`config.mk`:
```
export PLATFORM = sky130hd
export DESIGN_NAME = mem_stage
export DESIGN_NICKNAME = d
export VERILOG_FILES = /design/src/rtl/mem_stage_pkg.sv /design/src/rtl/mem_stage_load_align.sv /design/src/rtl/mem_stage.sv
export SDC_FILE = /design/constraint.sdc
export NUM_CORES = 1
export LEC_CHECK = 0
export ABC_AREA = 1
export BUFFER_PORTS_ARGS = -buffer_cell sky130_fd_sc_hd__clkbuf_2
export CORE_AREA = 5 5 225 227
export CTS_CLUSTER_DIAMETER = 80
export CTS_CLUSTER_SIZE = 40
export DETAILED_ROUTE_END_ITERATION = 8
export DIE_AREA = 0 0 230 232
export SLEW_MARGIN = 40
export SYNTH_ARGS = -nofsm -noshare
export SYNTH_HDL_FRONTEND = slang
export SYNTH_HIERARCHICAL = 1
export SYNTH_SLANG_ARGS = --single-unit
```
`constraint.sdc`:
```
create_clock -name clk -period 49.6 [get_ports clk]
set_input_delay 4.96 -clock clk [delete_from_list [all_inputs] [get_ports clk]]
set_output_delay 4.96 -clock clk [all_outputs]
set_load 0.1 [all_outputs]
```
`src/rtl/mem_stage_pkg.sv`:
```
// Shared widths, load-select bit positions, exception indices and bus layouts
// for the LoongArch memory stage.
package mem_stage_pkg;

    localparam int ES_TO_MS_BUS_WD = 242;
    localparam int MS_TO_WS_BUS_WD = 223;
    localparam int MS_REL_BUS_WD   = 44;
    localparam int EX_GATHER_WD    = 14;

    // One-hot load_sel bit positions
    localparam int LS_W  = 4;
    localparam int LS_H  = 3;
    localparam int LS_HU = 2;
    localparam int LS_B  = 1;
    localparam int LS_BU = 0;

    typedef enum int {
        EX_INT  = 0,
        EX_ADEF = 1,
        EX_TLBR = 2,
        EX_PIF  = 3,
        EX_PPI  = 4,
        EX_SYS  = 5,
        EX_ALE  = 6,
        EX_BRK  = 7,
        EX_INE  = 8,
        EX_PIL  = 9,
        EX_PIS  = 10,
        EX_PME  = 11,
        EX_ADEM = 12,
        EX_IPE  = 13
    } ex_idx_e;

    typedef struct packed {
        logic [31:0]             vaddr;
        logic [4:0]              tlb_op;
        logic [EX_GATHER_WD-1:0] ex_gather;
        logic                    ertn;
        logic [1:0]              csr_op;
        logic [13:0]             csr_rnum;
        logic [31:0]             csr_wmask;
        logic [31:0]             csr_wvalue;
        logic                    mul_horl;
        logic                    mul_op;
        logic [4:0]              load_sel;
        logic [31:0]             sram_rdata;
        logic                    res_from_mem;
        logic                    gr_we;
        logic [4:0]              dest;
        logic [31:0]             alu_result;
        logic [31:0]             pc;
    } es_to_ms_t;

    typedef struct packed {
        logic [31:0]             vaddr;
        logic [4:0]              tlb_op;
        logic [EX_GATHER_WD-1:0] ex_gather;
        logic                    ertn;
        logic [1:0]              csr_op;
        logic [13:0]             csr_rnum;
        logic [31:0]             csr_wmask;
        logic [31:0]             csr_wvalue;
        logic                    gr_we;
        logic [4:0]              dest;
        logic [31:0]             final_result;
        logic [31:0]             pc;
    } ms_to_ws_t;

    typedef struct packed {
        logic [4:0]  tlb_op;
        logic        csr_read_pending;
        logic        fwd_we;
        logic [4:0]  dest;
        logic [31:0] final_result;
    } ms_rel_t;

endpackage

```
`src/rtl/mem_stage_load_align.sv`:
```
// Combinational load data alignment: picks the addressed byte/half of the
// captured read word and sign/zero-extends it according to the one-hot load_sel.
module mem_stage_load_align
    import mem_stage_pkg::*;
(
    input  logic [31:0] rdata_i,
    input  logic [1:0]  addr_i,
    input  logic [4:0]  load_sel_i,
    output logic [31:0] data_o
);

    logic [7:0]  byte_v;
    logic [15:0] half_v;

    assign byte_v = rdata_i[{addr_i, 3'b000} +: 8];
    assign half_v = addr_i[1] ? rdata_i[31:16] : rdata_i[15:0];

    always_comb begin
        // NOTE: default assigned first so every path drives data_o and no latch is inferred.
        data_o = rdata_i;
        if (load_sel_i[LS_B]) begin
            data_o = {{24{byte_v[7]}}, byte_v};
        end else if (load_sel_i[LS_BU]) begin
            data_o = {24'd0, byte_v};
        end else if (load_sel_i[LS_H]) begin
            data_o = {{16{half_v[15]}}, half_v};
        end else if (load_sel_i[LS_HU]) begin
            data_o = {16'd0, half_v};
        end
    end

endmodule

```
`src/rtl/mem_stage.sv`:
```
// Memory stage: registers the execute payload, selects load/mul/ALU result,
// and drives the writeback bus, decode forwarding bus and exception flag.
module mem_stage
    import mem_stage_pkg::*;
(
    input  logic                       clk,
    input  logic                       reset,
    input  logic                       ws_allowin,
    output logic                       ms_allowin,
    input  logic                       es_to_ms_valid,
    input  logic [ES_TO_MS_BUS_WD-1:0] es_to_ms_bus,
    input  logic [63:0]                es_mul_result,
    output logic                       ms_to_ws_valid,
    output logic [MS_TO_WS_BUS_WD-1:0] ms_to_ws_bus,
    output logic [MS_REL_BUS_WD-1:0]   ms_related_bus,
    input  logic                       ws_ex,
    output logic                       ms_ex
);

    localparam int PAD_WD = MS_TO_WS_BUS_WD - $bits(ms_to_ws_t);

    logic        ms_valid_q;
    logic        ms_valid_d;
    es_to_ms_t   bus_q;
    logic        ms_ready_go;
    logic        has_ex;
    logic [31:0] load_data;
    logic [31:0] final_result;
    ms_to_ws_t   ws_pkt;
    ms_rel_t     rel_pkt;

    // Load data was already returned during execute, so this stage never waits.
    assign ms_ready_go    = 1'b1;
    assign ms_allowin     = !ms_valid_q || (ms_ready_go && ws_allowin);
    assign ms_to_ws_valid = ms_valid_q && ms_ready_go && !ws_ex;

    always_comb begin
        ms_valid_d = ms_valid_q;
        if (ws_ex) begin
            ms_valid_d = 1'b0;
        end else if (ms_allowin) begin
            ms_valid_d = es_to_ms_valid;
        end
    end

    always_ff @(posedge clk) begin
        // NOTE: non-blocking assignment for all clocked state avoids ordering races between flops.
        if (reset) begin
            ms_valid_q <= 1'b0;
        end else begin
            ms_valid_q <= ms_valid_d;
        end
    end

    // NOTE: the payload register carries no reset; ms_valid_q alone qualifies it.
    always_ff @(posedge clk) begin
        if (es_to_ms_valid && ms_allowin) begin
            bus_q <= es_to_ms_t'(es_to_ms_bus);
        end
    end

    mem_stage_load_align u_load_align (
        .rdata_i    (bus_q.sram_rdata),
        .addr_i     (bus_q.alu_result[1:0]),
        .load_sel_i (bus_q.load_sel),
        .data_o     (load_data)
    );

    always_comb begin
        final_result = bus_q.alu_result;
        if (bus_q.mul_op) begin
            final_result = bus_q.mul_horl ? es_mul_result[63:32] : es_mul_result[31:0];
        end else if (bus_q.res_from_mem) begin
            final_result = load_data;
        end
    end

    assign has_ex = |bus_q.ex_gather;
    assign ms_ex  = ms_valid_q && (has_ex || bus_q.ertn);

    always_comb begin
        ws_pkt.vaddr        = bus_q.vaddr;
        ws_pkt.tlb_op       = bus_q.tlb_op;
        ws_pkt.ex_gather    = bus_q.ex_gather;
        ws_pkt.ertn         = bus_q.ertn;
        ws_pkt.csr_op       = bus_q.csr_op;
        ws_pkt.csr_rnum     = bus_q.csr_rnum;
        ws_pkt.csr_wmask    = bus_q.csr_wmask;
        ws_pkt.csr_wvalue   = bus_q.csr_wvalue;
        ws_pkt.gr_we        = bus_q.gr_we && ms_valid_q && !has_ex;
        ws_pkt.dest         = bus_q.dest;
        ws_pkt.final_result = final_result;
        ws_pkt.pc           = bus_q.pc;
    end

    always_comb begin
        rel_pkt.tlb_op           = bus_q.tlb_op;
        rel_pkt.csr_read_pending = bus_q.csr_op[0];
        rel_pkt.fwd_we           = ms_valid_q && bus_q.gr_we;
        rel_pkt.dest             = bus_q.dest;
        rel_pkt.final_result     = final_result;
    end

    // Packed fields sit at the LSB end; the reserved upper bits are driven zero.
    assign ms_to_ws_bus   = {{PAD_WD{1'b0}}, ws_pkt};
    assign ms_related_bus = rel_pkt;

endmodule

```
==> results of run 1 <==
## worst min-delay path: stages (launching register included)
cell	delay, ns
dfxtp_1	0.40
a21oi_1	0.17
nor3_1	0.05
## sequential cells by signal, indices dropped and copies added, names as in the netlist
| signal | flops |
|---|---|
| ms_related_bus | 11 |
| ms_valid_q | 1 |
| bus_q | 72 |
| ms_to_ws_bus | 158 |
## layout make-up
type | count | area (um^2) | share of cell area [%]
well taps | 622 | 778 | 5.68
clock inverters | 15 | 282 | 2.06
inverters | 52 | 200 | 1.46
multi-input cells | 396 | 1780 | 13.0
clock buffers | 21 | 526 | 3.84
repair buffers | 567 | 2860 | 20.9
flip-flops and latches | 242 | 7260 | 53.0
diodes | 3 | 7.51 | 0.0548
## per-layer routing
| metal | vias up | share of wire (%) |
|---|---|---|
| met4 | 10 | 3.5 |
| li1 | 3608 | - |
| met2 | 380 | 52 |
| met1 | 3559 | 34 |
| met3 | 50 | 10 |
| met5 | - | 0.15 |
## worst max path at each step
stage / end / slack [ns] / cells after the start
after global routing: ms_related_bus[16] / 38.64 / 4
final: ms_related_bus[22] / 38.69 / 4
after global placement: ms_to_ws_bus[33] / 38.67 / 4
after CTS: ms_to_ws_bus[33] / 38.68 / 4
after floorplan: bus_q[100]$_DFFE_PP_ / 26.08 / 1
after detailed placement: ms_to_ws_bus[33] / 38.68 / 4
## stage by stage
stage | cell area (um^2) | cells | hold slack (ns) | setup WS, ns | util (%)
final | 13700 | 1918 | 0.658 | 38.69 | 28.3
after global routing | 13700 | 1918 | 0.697 | 38.64 | 28.3
after CTS | 13700 | 1915 | 0.667 | 38.68 | 28.3
after detailed placement | 12900 | 1879 | 0.650 | 38.68 | 26.6
after global placement | 12900 | 1879 | 0.618 | 38.67 | 26.6
after floorplan | 11200 | 955 | 0.552 | 26.08 | -
## report_power, final
part           internal [mW]  switching (mW)  leakage [nW]
logic                 0.0233           0.141          3.49
registers              0.239         0.00502          2.35
clock network         0.0891          0.0970         0.381
==> summary.txt, run 1 <==
Synthesis
  • Syn_area_per_cell: 11.9 um^2
  • Mapped cell area: 0.0111 mm^2
  • Synthesis Warnings: 6
  • Cell count after synthesis: 935

Setup path
  • Crit path kind: primary input to primary output
  • Worst R2R End: ms_related_bus[38]$_DFFE_PP_
  • R2R setup slack: 47.24 ns
  • CP Data Required Time: 44.64 ns
  • Most frequent CP cell: clkbuf_2
  • Path depth of the worst reg2reg path: 3
  • Worst setup path startpoint: es_mul_result[22]
  • Worst reg2reg path startpoint: ms_valid_q$_SDFFE_PP0N_
  • Top delay family on crit path: buffers and inverters
  • Crit path DAT: 5.95 ns
  • Max stage delay on crit path: 0.53 ns
  • Worst path bufs/invs: 2
  • Setup crit end kind: primary output
  • Worst path cell trace: clkbuf_2 -> o21ai_0 -> o22ai_1 -> clkbuf_2
  • Startpoint Class: primary input
  • Slowest-stage cell, CP: clkbuf_2
  • CP Max Fanout: 2

Pwr
  • Pleak: 6.23 nW
  • Pwr/cell area: 43.4 mW/mm^2
  • Design Power: 0.594 mW
  • Peak supply drop: 36.7 uV

Worst hold path
  • Hold wc startpoint: ms_valid_q$_SDFFE_PP0N_
  • Worst hold endpoint: ms_valid_q$_SDFFE_PP0N_
  • Worst min-delay path category: register to register
  • Hold depth: 2

STA
  • Final setup viols: 0
  • Max frequency: 91.6 MHz
  • Fin crit share: 22.0%
  • Setup Skew: 0.0202 ns
  • Rel. slew slack: 47.4%
  • Fin. Hold Viols: 0
  • Final Max Tran Viols: 0
  • Slew @ Worst Pin: 0.788 ns
  • Setup_tns: 0 ns
  • RSZ-0062 raised after global routing: no
  • Min Tclk post-route: 10.91 ns

Clock network
  • CTS resizes: 0
  • CTS Hold Bufs: 0
  • CTS tree: yes
  • Skew-Pair Late Insertion Delay: 0.53 ns
  • Postcts setup bufs: 0
  • TritonCTS buffer count: 20
  • H-tree depth: 1
  • Clock transition at path regs: 0.09 ns
  • Buffer depth of the longest clock path: 3
  • # clock sinks: 242
  • Root buffer cell: clkbuf_16

Route
  • WL/cell: 18.9 um
  • DRC: 0
  • Routed WL: 36,300 um
  • Via density: 3.97
  • Antenna Nets Post-Route: 0
  • Vias post-DR: 7,607
  • DR pass1 iterations: 5
  • DRT iter0 DRCs: 386

GRT
  • GRT Total Usage: 12.7%
  • Global-route wire length before repair: 50,600 um
  • Global route total overflow: 0
  • Vias in the first global route: 7,857
  • Busiest grt layer: met2
  • GR Util met2: 23.4%
  • Initial antenna violation count: 8
  • M3 GR Usage: 4.78%
  • Met1 GRT Util: 13.1%
  • Pin count of the biggest net entering global routing: 83

Floorplanning
  • Ports: 581
  • Initial Utilization: 23.0%
  • Die Ht: 232 um
  • Core area: 0.0484 mm^2
  • # rows: 81
  • Die ar.: 0.0534 mm^2
  • Die Wd: 230 um

Placement
  • Post-DP HPWL: 29,600 um
  • RePlAce Congestion: 0.827
  • Port Buf Inserts: 558

Finish
  • Nets: 1,590
  • Final-layout fill cell count: 5,071
  • Share of layout cells above drive strength 1: 47.9%
  • Commonest cells after routing, fill and taps aside: clkbuf_2 (558), edfxtp_1 (241), nand2_1 (145)
  • Most common cell after layout, fill and taps aside: clkbuf_2
  • Area Overhead vs Synth: 22.9%

Flow run
  • Max_cap viols: 0

Outcome
  • Status: completed
(Power assumes the default switching activity.)
==> run 2, diff against run 1 <==
==> constraint.sdc (replaced) <==
create_clock -name clk -period 8.8 [get_ports clk]
set_input_delay 0.88 -clock clk [delete_from_list [all_inputs] [get_ports clk]]
set_output_delay 0.88 -clock clk [all_outputs]
set_load 0.1 [all_outputs]
==> run 2 against run 1 <==
Compared with the run above:
- core utilization grew 0.15 points
- global-route usage grew 0.44 points
- register-to-register slack lost 41 ns
- clock power grew to 5.8 times the previous value
- sequential power grew to 5.6 times the previous value
==> summary.txt, run 2 (synthesis gave the netlist of run 1 again) <==
Outcome
  • Status: completed

Finish
  • Final Non-Filler Cells: 1,924
  • Nets: 1,591
  • Area of the multi-input gates: 0.00178 mm^2
  • Share of layout cells above drive strength 1: 47.9%
  • Commonest cells after routing, fill and taps aside: clkbuf_2 (558), edfxtp_1 (241), nand2_1 (145)
  • Final-layout fill cell count: 5,088
  • Area Overhead vs Synth: 23.6%
  • Util after Layout: 28.4%
  • Max FFs per register: 158
  • FF/Latch Area: 0.00726 mm^2
  • Most common cell after layout, fill and taps aside: clkbuf_2

Setup path
  • Most frequent CP cell: nand2_1
  • CP Data Required Time: 7.92 ns
  • CP Max Fanout: 24
  • Slowest-stage cell, CP: edfxtp_1
  • Max stage delay on crit path: 0.81 ns
  • Crit path kind: register to primary output
  • Crit path DAT: 3.33 ns
  • Worst path bufs/invs: 2
  • Startpoint Class: register
  • R2R setup slack: 6.13 ns
  • Setup crit end kind: primary output
  • Worst path cell trace: inv_2 -> nand3_1 -> nand2_1 -> nand2_2 -> nand2_1 -> o21ai_0 -> o22ai_1 -> clkbuf_2
  • Top delay family on crit path: flip-flops

Route
  • DRT iter0 DRCs: 407
  • WL/cell: 19.4 um
  • Antenna Nets Post-Route: 0
  • Routed WL: 37,300 um
  • Via density: 3.95
  • Vias post-DR: 7,596
  • DRC: 0
  • DR pass1 iterations: 4

Clock network
  • Postcts setup bufs: 0
  • CTS resizes: 0
  • Root buffer cell: clkbuf_16
  • CTS Hold Bufs: 0
  • CTS tree: yes
  • # clock sinks: 242
  • Skew-Pair Late Insertion Delay: 0.55 ns
  • Clock transition at path regs: 0.10 ns
  • H-tree depth: 1
  • Buffer depth of the longest clock path: 3
  • TritonCTS buffer count: 21

Placement
  • Port Buf Inserts: 558
  • RePlAce Congestion: 0.824
  • Post-DP HPWL: 30,500 um
  • Pre-CTS setup slack: 5.16 ns
  • DP Cell Count: 1,879

STA
  • Min Tclk post-route: 4.21 ns
  • Worst setup margin: 4.59 ns
  • Rel. slew slack: 44.2%
  • Slew @ Worst Pin: 0.837 ns
  • Max frequency: 238 MHz
  • Setup Skew: 0.0280 ns
  • RSZ-0062 raised after global routing: no
  • Fin crit share: 47.8%
  • Final Max Tran Viols: 0
  • Final setup viols: 0
  • Setup_tns: 0 ns
  • Fin. Hold Viols: 0

Floorplanning
  • Die Ht: 232 um
  • Die Wd: 230 um
  • Die ar.: 0.0534 mm^2
  • Core area: 0.0484 mm^2
  • # rows: 81
  • Ports: 581
  • Initial Utilization: 23.0%

GRT
  • Global-route wire length before repair: 51,900 um
  • Pin count of the biggest net entering global routing: 125
  • GRT Total Usage: 13.1%
  • Vias in the first global route: 7,879
  • Initial antenna violation count: 15
  • Global route total overflow: 0

Pwr
  • Design Power: 3.37 mW
  • Peak supply drop: 205 uV
  • Pwr/cell area: 245 mW/mm^2
  • Pleak: 6.24 nW

Flow run
  • Max_cap viols: 0

Worst hold path
  • Worst min-delay path category: primary input to register
==> run 2: stage by stage <==
stage,cell area (um^2),hold WS (ns)
CTS,13700,0.447
detailed placement,12900,0.618
floorplan,11200,0.567
global placement,12900,0.612
global route,13800,0.457
finish,13800,0.482
==> run 2: layout make-up <==
cell class	count	area share, %
Antenna cell	8	0.145
Clock buffer	21	3.82
Clock inverter	16	2.37
Inverter	52	1.45
Multi-Input combinational cell	396	12.9
Sequential cell	242	52.7
Tap cell	622	5.65
Timing Repair Buffer	567	20.9
==> run 2: path summary, 6_finish.rpt <==
kind,to,cells after the start,startpoint
min reg2reg,ms_valid_q$_SDFFE_PP0N_,2,ms_valid_q$_SDFFE_PP0N_
max,ms_to_ws_bus[62],8,bus_q[32]$_DFFE_PP_
max reg2reg,bus_q[96]$_DFFE_PP_,4,ms_valid_q$_SDFFE_PP0N_
min,ms_valid_q$_SDFFE_PP0N_,2,reset
==> run 2: where the power goes <==
| group | leakage [nW] | total [mW] | internal (mW) | switching [mW] |
|---|---|---|---|---|
| clock network | 0.391 | 1.07 | 0.508 | 0.562 |
| logic | 3.50 | 0.927 | 0.133 | 0.795 |
| registers | 2.35 | 1.37 | 1.35 | 0.0270 |
==> run 2: metal layers <==
metal / track usage (%) / routed length, um
met3: 5.28 / 3860
met1: 13.2 / 12700
met4: 3.77 / 1010
met2: 24.9 / 19700
met5: 0 / 75
